--- src/rtl/i2c_regfile.sv ---
// i2c_regfile: turns an I2C receiver byte stream (pointer byte, then data bytes) into
// writes to a bank of 8-bit registers. Optional write lock via I2C_REGFILE_LOCK_EN. Rev 1.0
`default_nettype none

module i2c_regfile #(
  parameter int         NUM_REGS  = 8,
  parameter int         PTR_W     = 3,
  parameter logic [7:0] RESET_VAL = 8'h00
) (
  input  logic                  clk,
  input  logic                  reset,
  input  logic [7:0]            data,
  input  logic                  data_valid,
  input  logic                  start,
  input  logic                  stop,
  output logic [NUM_REGS*8-1:0] regs_o,
  output logic                  wr_strobe,
  output logic [PTR_W-1:0]      wr_ptr,
  output logic                  ptr_err,
  output logic                  busy
);

  localparam logic [8:0]       NUM_REGS_W = 9'(NUM_REGS);
  localparam logic [PTR_W-1:0] LAST_IDX   = PTR_W'(NUM_REGS - 1);

  typedef enum logic [1:0] {
    IDLE    = 2'd0,
    GET_PTR = 2'd1,
    WRITE   = 2'd2,
    DISCARD = 2'd3
  } state_t;

  state_t           state, state_n;
  logic [7:0]       regs [NUM_REGS];
  logic [PTR_W-1:0] ptr;
  logic             dv_q;
  logic             byte_ev;
  logic             locked;
  logic             load_ptr, advance, write_en, set_err;

  assign byte_ev = data_valid & ~dv_q;
  assign busy    = (state != IDLE);

`ifdef I2C_REGFILE_LOCK_EN
  assign locked = regs[NUM_REGS-1][7];
`else
  assign locked = 1'b0;
`endif

  always_ff @(posedge clk or posedge reset) begin
    if (reset) begin
      state <= IDLE;
    end else begin
      state <= state_n;
    end
  end

  // start beats stop beats byte_ev; a byte coincident with start/stop is dropped
  always_comb begin
    state_n  = state;
    load_ptr = 1'b0;
    advance  = 1'b0;
    write_en = 1'b0;
    set_err  = 1'b0;
    if (start) begin
      state_n = GET_PTR;
    end else if (stop) begin
      state_n = IDLE;
    end else if (byte_ev) begin
      case (state)
        GET_PTR: begin
          if ({1'b0, data} < NUM_REGS_W) begin
            load_ptr = 1'b1;
            state_n  = WRITE;
          end else begin
            set_err = 1'b1;
            state_n = DISCARD;
          end
        end
        WRITE: begin
          advance  = 1'b1;
          write_en = ~locked | (ptr == LAST_IDX);
        end
        default: state_n = state;
      endcase
    end
  end

  always_ff @(posedge clk or posedge reset) begin
    if (reset) begin
      dv_q      <= 1'b0;
      ptr       <= '0;
      ptr_err   <= 1'b0;
      wr_strobe <= 1'b0;
      wr_ptr    <= '0;
      for (int k = 0; k < NUM_REGS; k++) begin
        regs[k] <= RESET_VAL;
      end
    end else begin
      dv_q      <= data_valid;
      wr_strobe <= write_en;
      if (set_err) begin
        ptr_err <= 1'b1;
      end
      if (load_ptr) begin
        ptr <= data[PTR_W-1:0];
      end else if (advance) begin
        ptr <= ptr + PTR_W'(1);
      end
      if (write_en) begin
        regs[ptr] <= data;
        wr_ptr    <= ptr;
      end
    end
  end

  generate
    for (genvar k = 0; k < NUM_REGS; k++) begin : g_pack
      assign regs_o[8*k +: 8] = regs[k];
    end
  endgenerate

endmodule

`default_nettype wire

--- config.mk ---
export PLATFORM = sky130hd
export DESIGN_NAME = i2c_regfile
export DESIGN_NICKNAME = d
export VERILOG_FILES = /design/src/rtl/i2c_regfile.sv
export SDC_FILE = /design/constraint.sdc
export NUM_CORES = 1
export LEC_CHECK = 0
export BUFFER_PORTS_ARGS = -buffer_cell sky130_fd_sc_hd__buf_2
export CORE_ASPECT_RATIO = 1.1
export CORE_UTILIZATION = 40
export DETAILED_ROUTE_END_ITERATION = 6
export PLACE_DENSITY = 0.75
export SLEW_MARGIN = 20
export SYNTH_ARGS = -nofsm -noshare
export SYNTH_HDL_FRONTEND = slang
export SYNTH_SLANG_ARGS = --single-unit
--- constraint.sdc ---
create_clock -name clk -period 2.85 [get_ports clk]
set_clock_uncertainty 0.15 [all_clocks]
set_input_delay 0.1425 -clock clk [delete_from_list [all_inputs] [get_ports clk]]
set_output_delay 0.1425 -clock clk [all_outputs]
set_load 0.01 [all_outputs]
==> results of run 1 <==
[power by group through the flow]
stage | Combinational, µW | Clock [µW] | Sequential, µW
CTS | 89.7 | 849 | 1090
floorplan | 51.6 | 0 | 1100
global placement | 81.2 | 0 | 1110
global route | 98.3 | 893 | 1090
finish | 87.1 | 823 | 1090
detailed placement | 82.4 | 0 | 1110
[state kept, by name, indices dropped and copies added, names as in the netlist]
name       flops
dv_q           1
wr_ptr         3
regs_o        64
wr_strobe      1
state          2
ptr            3
ptr_err        1
[worst max-delay path: cells and delay by family]
family,cells,cell delay [ns]
buf+inv,3,1.14
simple gates,3,0.80
mux,1,0.38
[final timing paths]
path	start	to	slack, ns	cells after the start
min reg2reg	ptr_err$_DFFE_PP0P_	ptr_err$_DFFE_PP0P_	0.32	2
min	data[2]	regs_o[34]$_DFFE_PP0P_	0.03	2
max reg2reg	dv_q$_DFF_PP0_	regs_o[48]$_DFFE_PP0P_	0.57	5
max in group asynchronous	reset	regs_o[22]$_DFFE_PP0P_	1.68	4
max	stop	regs_o[48]$_DFFE_PP0P_	0.46	7
min in group asynchronous	reset	regs_o[42]$_DFFE_PP0P_	0.17	3
[stage by stage]
| step | util | hold slack [ns] | instance area (µm²) | std cells |
|---|---|---|---|---|
| 6_report | 0.533 | 0.0261 | 3820 | 378 |
| 5_1_grt | 0.533 | 0.0202 | 3820 | 378 |
| 4_1_cts | 0.533 | 0.0102 | 3820 | 378 |
| 3_5_place_dp | 0.495 | -0.00400 | 3550 | 356 |
| 3_3_place_gp | 0.495 | 0.0000107 | 3550 | 356 |
| 2_1_floorplan | - | 0.0239 | 3040 | 191 |
[metal layers]
| metal | part of all wire | track usage |
|---|---|---|
| met5 | 0 | 0 |
| met4 | 0.019 | 0.0932 |
| met1 | 0.45 | 0.222 |
| met3 | 0.049 | 0.0468 |
| met2 | 0.48 | 0.274 |
[kinds of logic (layout without fill, tap and decap cells)]
kind of cell    count (synthesis)  count (layout)  synth area share
compound gates                  7               7            0.0152
xor+xnor                        1               1           0.00288
fa+ha+maj                       1               1           0.00412
buf+inv                         9             111            0.0161
flops                          75              75             0.618
mux                            65              65             0.240
simple gates                   33              33             0.104
[cell usage after synthesis (all sizes together)]
master,instances,area share
a21oi,2,0.0033
a221o,1,0.0033
a31o,1,0.0029
buf,5,0.011
dfrtp,75,0.62
ha,1,0.0041
inv,4,0.0049
mux2,64,0.24
mux2i,1,0.0033
nand2,12,0.015
nand3,1,0.0033
nand3b,2,0.0049
nand4,1,0.0070
nand4b,3,0.021
nor2,3,0.0037
nor2b,1,0.0045
nor3,2,0.0049
nor3b,1,0.0025
nor4,2,0.014
nor4b,2,0.016
o21ai,2,0.0033
o31ai,1,0.0025
or2,1,0.0021
or3,1,0.0021
or4,1,0.0037
xnor2,1,0.0029
[cell type report]
cell class / count / area, µm² / share of cell area
clock buffer: 11 / 151 / 0.0397
timing repair buffer: 92 / 503 / 0.132
tap: 85 / 106 / 0.0279
sequential: 75 / 1880 / 0.492
inverter: 4 / 16.3 / 0.00426
clock inverter: 4 / 50.0 / 0.0131
multi-input combinational: 107 / 1110 / 0.292
==> impl_metrics.ini, run 1 <==
[outcome]
status = completed

[layout]
syn_to_final_growth_pct = 25.6
layout_common_cells = buf_2 (82), dfrtp_1 (75), mux2_2 (64), nand2_1 (12), clkbuf_8 (11)
num_antenna_cells = 0
fin_nets = 303
drive_above_1_share = 0.611
final_common_cell = buf_2
nFillCells = 608

[min_path]
min_path_type = in2reg

[clock_network]
ctsHoldBuffers = 7
cts_setup_buffers = 0
clk_latency_ns = 0.34
cts_tree = yes
cts.repair.resized = 0
cts.path.max_buffers = 2
cts_buffers = 9
cts_root_buffer = clkbuf_8
clkTransAtPathRegs_ns = 0.08
htreeDepth = 3
clock_sinks = 75

[floorplan]
rows = 32
dieArea_um2 = 7950
fp.dieW_um = 85.1
fp.coreArea_um2 = 7170
start_util = 0.424
fp.dieH_um = 93.4
ios = 83

[route]
firstDrtPassIters = 5
drtAntennaViolNets = 0
drt_wl_total_um = 6340
via_per_inst = 5.06
drc_errors = 0
num_vias = 1911
first_iter_violations = 56
drt-wirelength-per-cell_um = 16.8

[worst_setup_path]
start_kind = input pin
cpPeakStageDelay_ns = 0.54
slowest_stage = dlygate4sd3_1
cp_max_fo = 11
worst_setup_path_end_kind = flip-flop
crit_arrival_ns = 2.47
cp_cell_sequence = dlygate4sd3_1 -> buf_2 -> nor2_1 -> nand4b_4 -> inv_1 -> nand4b_2 -> mux2_2
required_ns = 2.92
worstSetupPathType = in2reg

[place]
io_buffers = 82
dp_slack_ns = 0.579
gp_congestion = 0.728
hpwlAfterDp_um = 4360

[timing]
period_share = 0.840
slew_headroom = 0.532
rsz0062_at_grt = false
worst_slew_pin_slew_ns = 0.697
setup_viol = 0
fmax_mhz = 418
fin_crit_ns = 2.39
drv_slew = 0
setup_ws_ns = 0.457
finalHoldViolations = 0
setup-tns-final_ns = 0

[logic_synthesis]
synth_nets = 205
ys_ff_latch = 75
postSynthCellCount = 191
ys_warn_count = 0
synth.distinct_cells = 30
yosysSeqAreaShare = 0.618
synth_area_um2 = 3040
syn_avg_cell_area_um2 = 15.9

[job]
maxCapViolCount = 0

[pwr]
p_leak_uw = 0.00220
power_uw = 2000
power_density_nw_per_um2 = 524
switchingPower_uw = 449
comb_power_share = 0.044
internal_power_uw = 1550
p_sw_frac = 0.224
ir_drop_uv = 316
p_clk_frac = 0.412
pwr-share-seq = 0.545

[grt]
grt.total_usage = 0.175
antenna_found_initial = 0
grt_pass1_vias = 1966
grt_pass1_wl_um = 10200
grt_overflow = 0
grt_max_degree = 29
Power figures use the tool's default switching activity.
==> run 2, diff against run 1 <==
==> constraint.sdc (replaced) <==
create_clock -name clk -period 2.3 [get_ports clk]
set_clock_uncertainty 0.15 [all_clocks]
set_input_delay 0.115 -clock clk [delete_from_list [all_inputs] [get_ports clk]]
set_output_delay 0.115 -clock clk [all_outputs]
set_load 0.01 [all_outputs]
==> run 2 against run 1 <==
The flow now finishes with violations (hold timing). Critical path depth unchanged. Sequential share of layout area decreased by 0.62 points. Hold slack got worse by 0.027 ns. First-iteration DRC count increased by 13%. Cell area increased by 1.3%. Critical path type unchanged. Critical endpoint unchanged. Largest power group unchanged.
==> impl_metrics.ini, run 2 (same netlist as run 1, synthesis figures left out) <==
[grt]
grt_pass1_wl_um = 10400
grt_pass1_vias = 2011
grt_max_degree = 43
antenna_found_initial = 0
grt_overflow = 0
grt.total_usage = 0.176

[worst_setup_path]
crit_arrival_ns = 2.19
path_buf_inv = 3
start_kind = input pin
cp_max_fo = 9
slowest_stage = dlygate4sd3_1
required_ns = 2.38
worstSetupPathType = in2reg
worst_setup_path_end_kind = flip-flop
cpPeakStageDelay_ns = 0.54
cp_cell_sequence = dlygate4sd3_1 -> buf_2 -> nor2_1 -> nand4b_4 -> clkinvlp_4 -> nand4b_2 -> mux2_2
critical-path-top-delay-family = buffers and inverters

[clock_network]
clkTransAtPathRegs_ns = 0.08
cts_tree = yes
htreeDepth = 3
cts_setup_buffers = 0
cts_buffers = 9
cts.path.max_buffers = 2
clock_sinks = 75
cts_root_buffer = clkbuf_8
clk_latency_ns = 0.34

[timing]
fmax_mhz = 474
finalHoldViolations = 1
slew_headroom = 0.506
setup-tns-final_ns = 0
worst_slew_pin_slew_ns = 0.741
fin_crit_ns = 2.11
rsz0062_at_grt = false
whs_ns = -0.000781
setup_viol = 0
period_share = 0.918
drv_slew = 0

[outcome]
status = finished, violations left
violations = hold timing

[floorplan]
dieArea_um2 = 7950
fp.dieW_um = 85.1
fp.dieH_um = 93.4
start_util = 0.424
rows = 32
ios = 83
fp.coreArea_um2 = 7170

[layout]
layout.cells.non_filler = 387
nFillCells = 619
register_area_um2 = 1880
multi_input_area_um2 = 1110
num_antenna_cells = 0
layout_common_cells = buf_2 (82), dfrtp_1 (75), mux2_2 (64), nand2_1 (12), clkbuf_8 (11)
drive_above_1_share = 0.616
largest_register_ffs = 64
fin_nets = 311
final_common_cell = buf_2
syn_to_final_growth_pct = 27.2

[pwr]
ir_drop_uv = 362
p_leak_uw = 0.00222
power_density_nw_per_um2 = 615

[place]
io_buffers = 82
placed_cells = 361
hpwlAfterDp_um = 4520
gp_congestion = 0.715

[route]
num_vias = 1952
drc_errors = 0
drtAntennaViolNets = 0
firstDrtPassIters = 4
first_iter_violations = 63
drt_wl_total_um = 6560
drt-wirelength-per-cell_um = 17.0
via_per_inst = 5.04

[job]
maxCapViolCount = 0

[min_path]
min_path_type = in2reg
## run 2: cell types whose count changed in the layout (fill, tap and decap cells not counted)
cell	delta
inv_1	-1
dlygate4sd3_1	+3
clkinv_2	+3
buf_4	+5
bufinv_16	-1
## run 2: metrics by stage
step	util	power, µW	hold slack (ns)	instance area (µm²)	setup slack, ns
final	0.539	2380	-0.000781	3870	0.188
after global routing	0.539	2470	0.0146	3870	0.0928
after detailed placement	0.500	1480	0.111	3580	0.179
after CTS	0.539	2410	0.00709	3860	0.0893
after global placement	0.500	1480	0.106	3580	0.255
after floorplan	-	1430	-0.00357	3040	0.125
## run 2: report_power, final
group / switching, µW / total (µW) / internal (µW) / leakage (µW)
sequential: 21.3 / 1350 / 1330 / 0.00104
clock: 474 / 917 / 443 / 0.0000949
combinational: 68.1 / 113 / 45.1 / 0.00109
total: 563 / 2380 / 1820 / 0.00222
## run 2: repair_timing
action                     4_1_cts  5_1_grt
hold buffers                    10        0
setup endpoints to repair        0        6
hold endpoints to repair        65        0
gates resized for setup          0        1
## run 2: cell type report
type | instances | share of cell area
tap | 85 | 0.0275
clock inverter | 5 | 0.00712
multi-input combinational | 107 | 0.288
inverter | 4 | 0.00518
clock buffer | 11 | 0.0392
timing repair buffer | 100 | 0.148
sequential | 75 | 0.485
## run 2: worst register-to-register path: stages, from the launching register on
cell and delay [ns]:
dfrtp_1 0.41, nor2b_4 0.17, nand4b_4 0.25, clkinvlp_4 0.27
nand4b_2 0.30, mux2_2 0.39
## run 2: path summary, 6_finish.rpt
| kind | startpoint | slack [ns] | to | cells past startpoint |
|---|---|---|---|---|
| worst max register to register | dv_q$_DFF_PP0_ | 0.27 | regs_o[48]$_DFFE_PP0P_ | 5 |
| min in group asynchronous | reset | 0.26 | ptr_err$_DFFE_PP0P_ | 3 |
| worst max-delay path | stop | 0.19 | regs_o[48]$_DFFE_PP0P_ | 7 |
| worst min-delay path | data[2] | -0.0008 | regs_o[26]$_DFFE_PP0P_ | 2 |
| max in group asynchronous | reset | 0.99 | regs_o[40]$_DFFE_PP0P_ | 4 |
| worst min register to register | ptr_err$_DFFE_PP0P_ | 0.31 | ptr_err$_DFFE_PP0P_ | 2 |
## run 2: routing by layer
layer | track usage | vias to the layer above | wire, µm
li1 | - | 897 | -
met1 | 0.218 | 995 | 2860
met2 | 0.292 | 51 | 3320
met3 | 0.0503 | 9 | 297
met4 | 0.0692 | 0 | 86
met5 | 0 | - | 0
==> run 3, diff against run 2 <==
--- a/config.mk
+++ b/config.mk
@@ -9,6 +9,7 @@
 export CORE_ASPECT_RATIO = 1.1
 export CORE_UTILIZATION = 40
 export DETAILED_ROUTE_END_ITERATION = 6
+export HOLD_SLACK_MARGIN = 0.15
 export PLACE_DENSITY = 0.75
 export SLEW_MARGIN = 20
 export SYNTH_ARGS = -nofsm -noshare
==> run 3 against run 2 <==
The run now ends clean. Via count up 1.9%. Largest power group unchanged. Critical endpoint is now ptr[0]$_DFFE_PP0P_. Cell count rose by 1.6%. Total power rose by 0.29%.
==> impl_metrics.ini, run 3 (same netlist as run 1, synthesis figures left out) <==
[route]
drt-wirelength-per-cell_um = 17.2
firstDrtPassIters = 4
highest_layer = met4
drtAntennaViolNets = 0
first_iter_violations = 72
drc_errors = 0
met1Wirelength_um = 2880
drt_wl_total_um = 6770
met3RoutedLength_um = 314
num_vias = 1989
via_per_inst = 5.06
route.met2.wl_um = 3480

[worst_setup_path]
worst_setup_path_end_kind = flip-flop
critical-path-top-delay-family = simple AND/OR/NAND/NOR gates
path_buf_inv = 1
worstSetupPathType = reg2reg
cp_cell_sequence = or3_4 -> nor4_4 -> nand2_1 -> dlygate4sd3_1 -> o21ai_0
required_ns = 2.41
start_kind = flip-flop
cpPeakStageDelay_ns = 0.56
crit_cells = 5
cp_max_fo = 5
r2r_cells = 5
crit_arrival_ns = 2.31
slowest_stage = dlygate4sd3_1

[pwr]
switchingPower_uw = 566
p_leak_uw = 0.00225
p_clk_frac = 0.384
internal_power_uw = 1820
ir_drop_uv = 355
p_sw_frac = 0.237
pwr-share-seq = 0.566
power_density_nw_per_um2 = 607
comb_power_share = 0.050

[floorplan]
fp.dieW_um = 85.1
start_util = 0.424
rows = 32
ios = 83
fp.dieH_um = 93.4
fp.coreArea_um2 = 7170
dieArea_um2 = 7950

[layout]
register_area_um2 = 1880
layout_common_cells = buf_2 (82), dfrtp_1 (75), mux2_2 (64), dlygate4sd3_1 (15), nand2_1 (12)
fin_nets = 317
largest_register_ffs = 64
nFillCells = 622
drive_above_1_share = 0.610
multi_input_area_um2 = 1120
syn_to_final_growth_pct = 29.3
final_util = 0.548
num_antenna_cells = 0
layout.cells.non_filler = 393
final_common_cell = buf_2

[place]
hpwlAfterDp_um = 4520
io_buffers = 82
gp_congestion = 0.715
placed_cells = 361

[min_path]
min_path_type = in2reg
whs_path_depth = 4

[timing]
slew_headroom = 0.504
setup_viol = 0
setup-tns-final_ns = 0
fin_crit_ns = 2.20
fmax_mhz = 455
worst_slew_pin_slew_ns = 0.745
finalHoldViolations = 0
period_share = 0.955
drv_slew = 0

[grt]
antenna_found_initial = 0
grt_pass1_wl_um = 10700
grt_pass1_vias = 2014
grt.total_usage = 0.182
grt_overflow = 0
grt_max_degree = 43

[clock_network]
clock_sinks = 75
cts.path.max_buffers = 2
cts_buffers = 9
htreeDepth = 3
cts_root_buffer = clkbuf_8
clk_latency_ns = 0.34
cts_tree = yes
clkTransAtPathRegs_ns = 0.07

[outcome]
status = completed

[job]
maxCapViolCount = 0
==> run 3: timing repair <==
action	CTS	global route
hold buffers	15	0
endpoints found under the setup margin	0	8
setup buffers	0	1
endpoints found under the hold margin	113	0
resized for setup	0	2
==> run 3: path summary, 6_finish.rpt <==
check | startpoint | endpoint | slack, ns
setup / recovery | state[1]$_DFFE_PP0P_ | ptr[0]$_DFFE_PP0P_ | 0.10
hold / removal | data[4] | ptr_err$_DFFE_PP0P_ | 0.19
setup reg to reg | state[1]$_DFFE_PP0P_ | ptr[0]$_DFFE_PP0P_ | 0.10
hold reg to reg | ptr_err$_DFFE_PP0P_ | ptr_err$_DFFE_PP0P_ | 0.31
max in group asynchronous | reset | regs_o[48]$_DFFE_PP0P_ | 0.99
min in group asynchronous | reset | ptr_err$_DFFE_PP0P_ | 0.26
==> run 3: layout make-up <==
type                    instances  share of cell area
clock buffers                  11              0.0385
flip-flops and latches         75               0.478
clock inverters                 5             0.00701
multi-input cells             107               0.285
repair buffers                106               0.160
inverters                       4             0.00510
well taps                      85              0.0271
==> run 3: routing by layer <==
layer | global-route usage | vias up
li1 | - | 909
met5 | 0 | -
met2 | 0.302 | 53
met4 | 0.0692 | 0
met1 | 0.225 | 1018
met3 | 0.0503 | 9
==> run 3: power by group through the flow <==
stage / logic (µW) / clock network (µW) / registers, µW
global placement: 102 / 0 / 1370
CTS: 124 / 941 / 1350
detailed placement: 105 / 0 / 1380
global route: 136 / 995 / 1350
finish: 120 / 916 / 1350
floorplan: 64.0 / 0 / 1360
==> run 3: tightest hold or removal path: stages <==
cell and delay (ns):
buf_2 0.11, or4_4 0.16, nor2_1 0.06, o31ai_1 0.21
==> run 3: per-stage QoR <==
stage	area, µm²	hold slack (ns)	power, µW	setup WS, ns
3_3_place_gp	3580	0.106	1480	0.255
3_5_place_dp	3580	0.111	1480	0.179
5_1_grt	3930	0.184	2480	-0.00266
6_report	3930	0.193	2390	0.104
2_1_floorplan	3040	-0.00357	1430	0.125
4_1_cts	3910	0.113	2410	0.0437
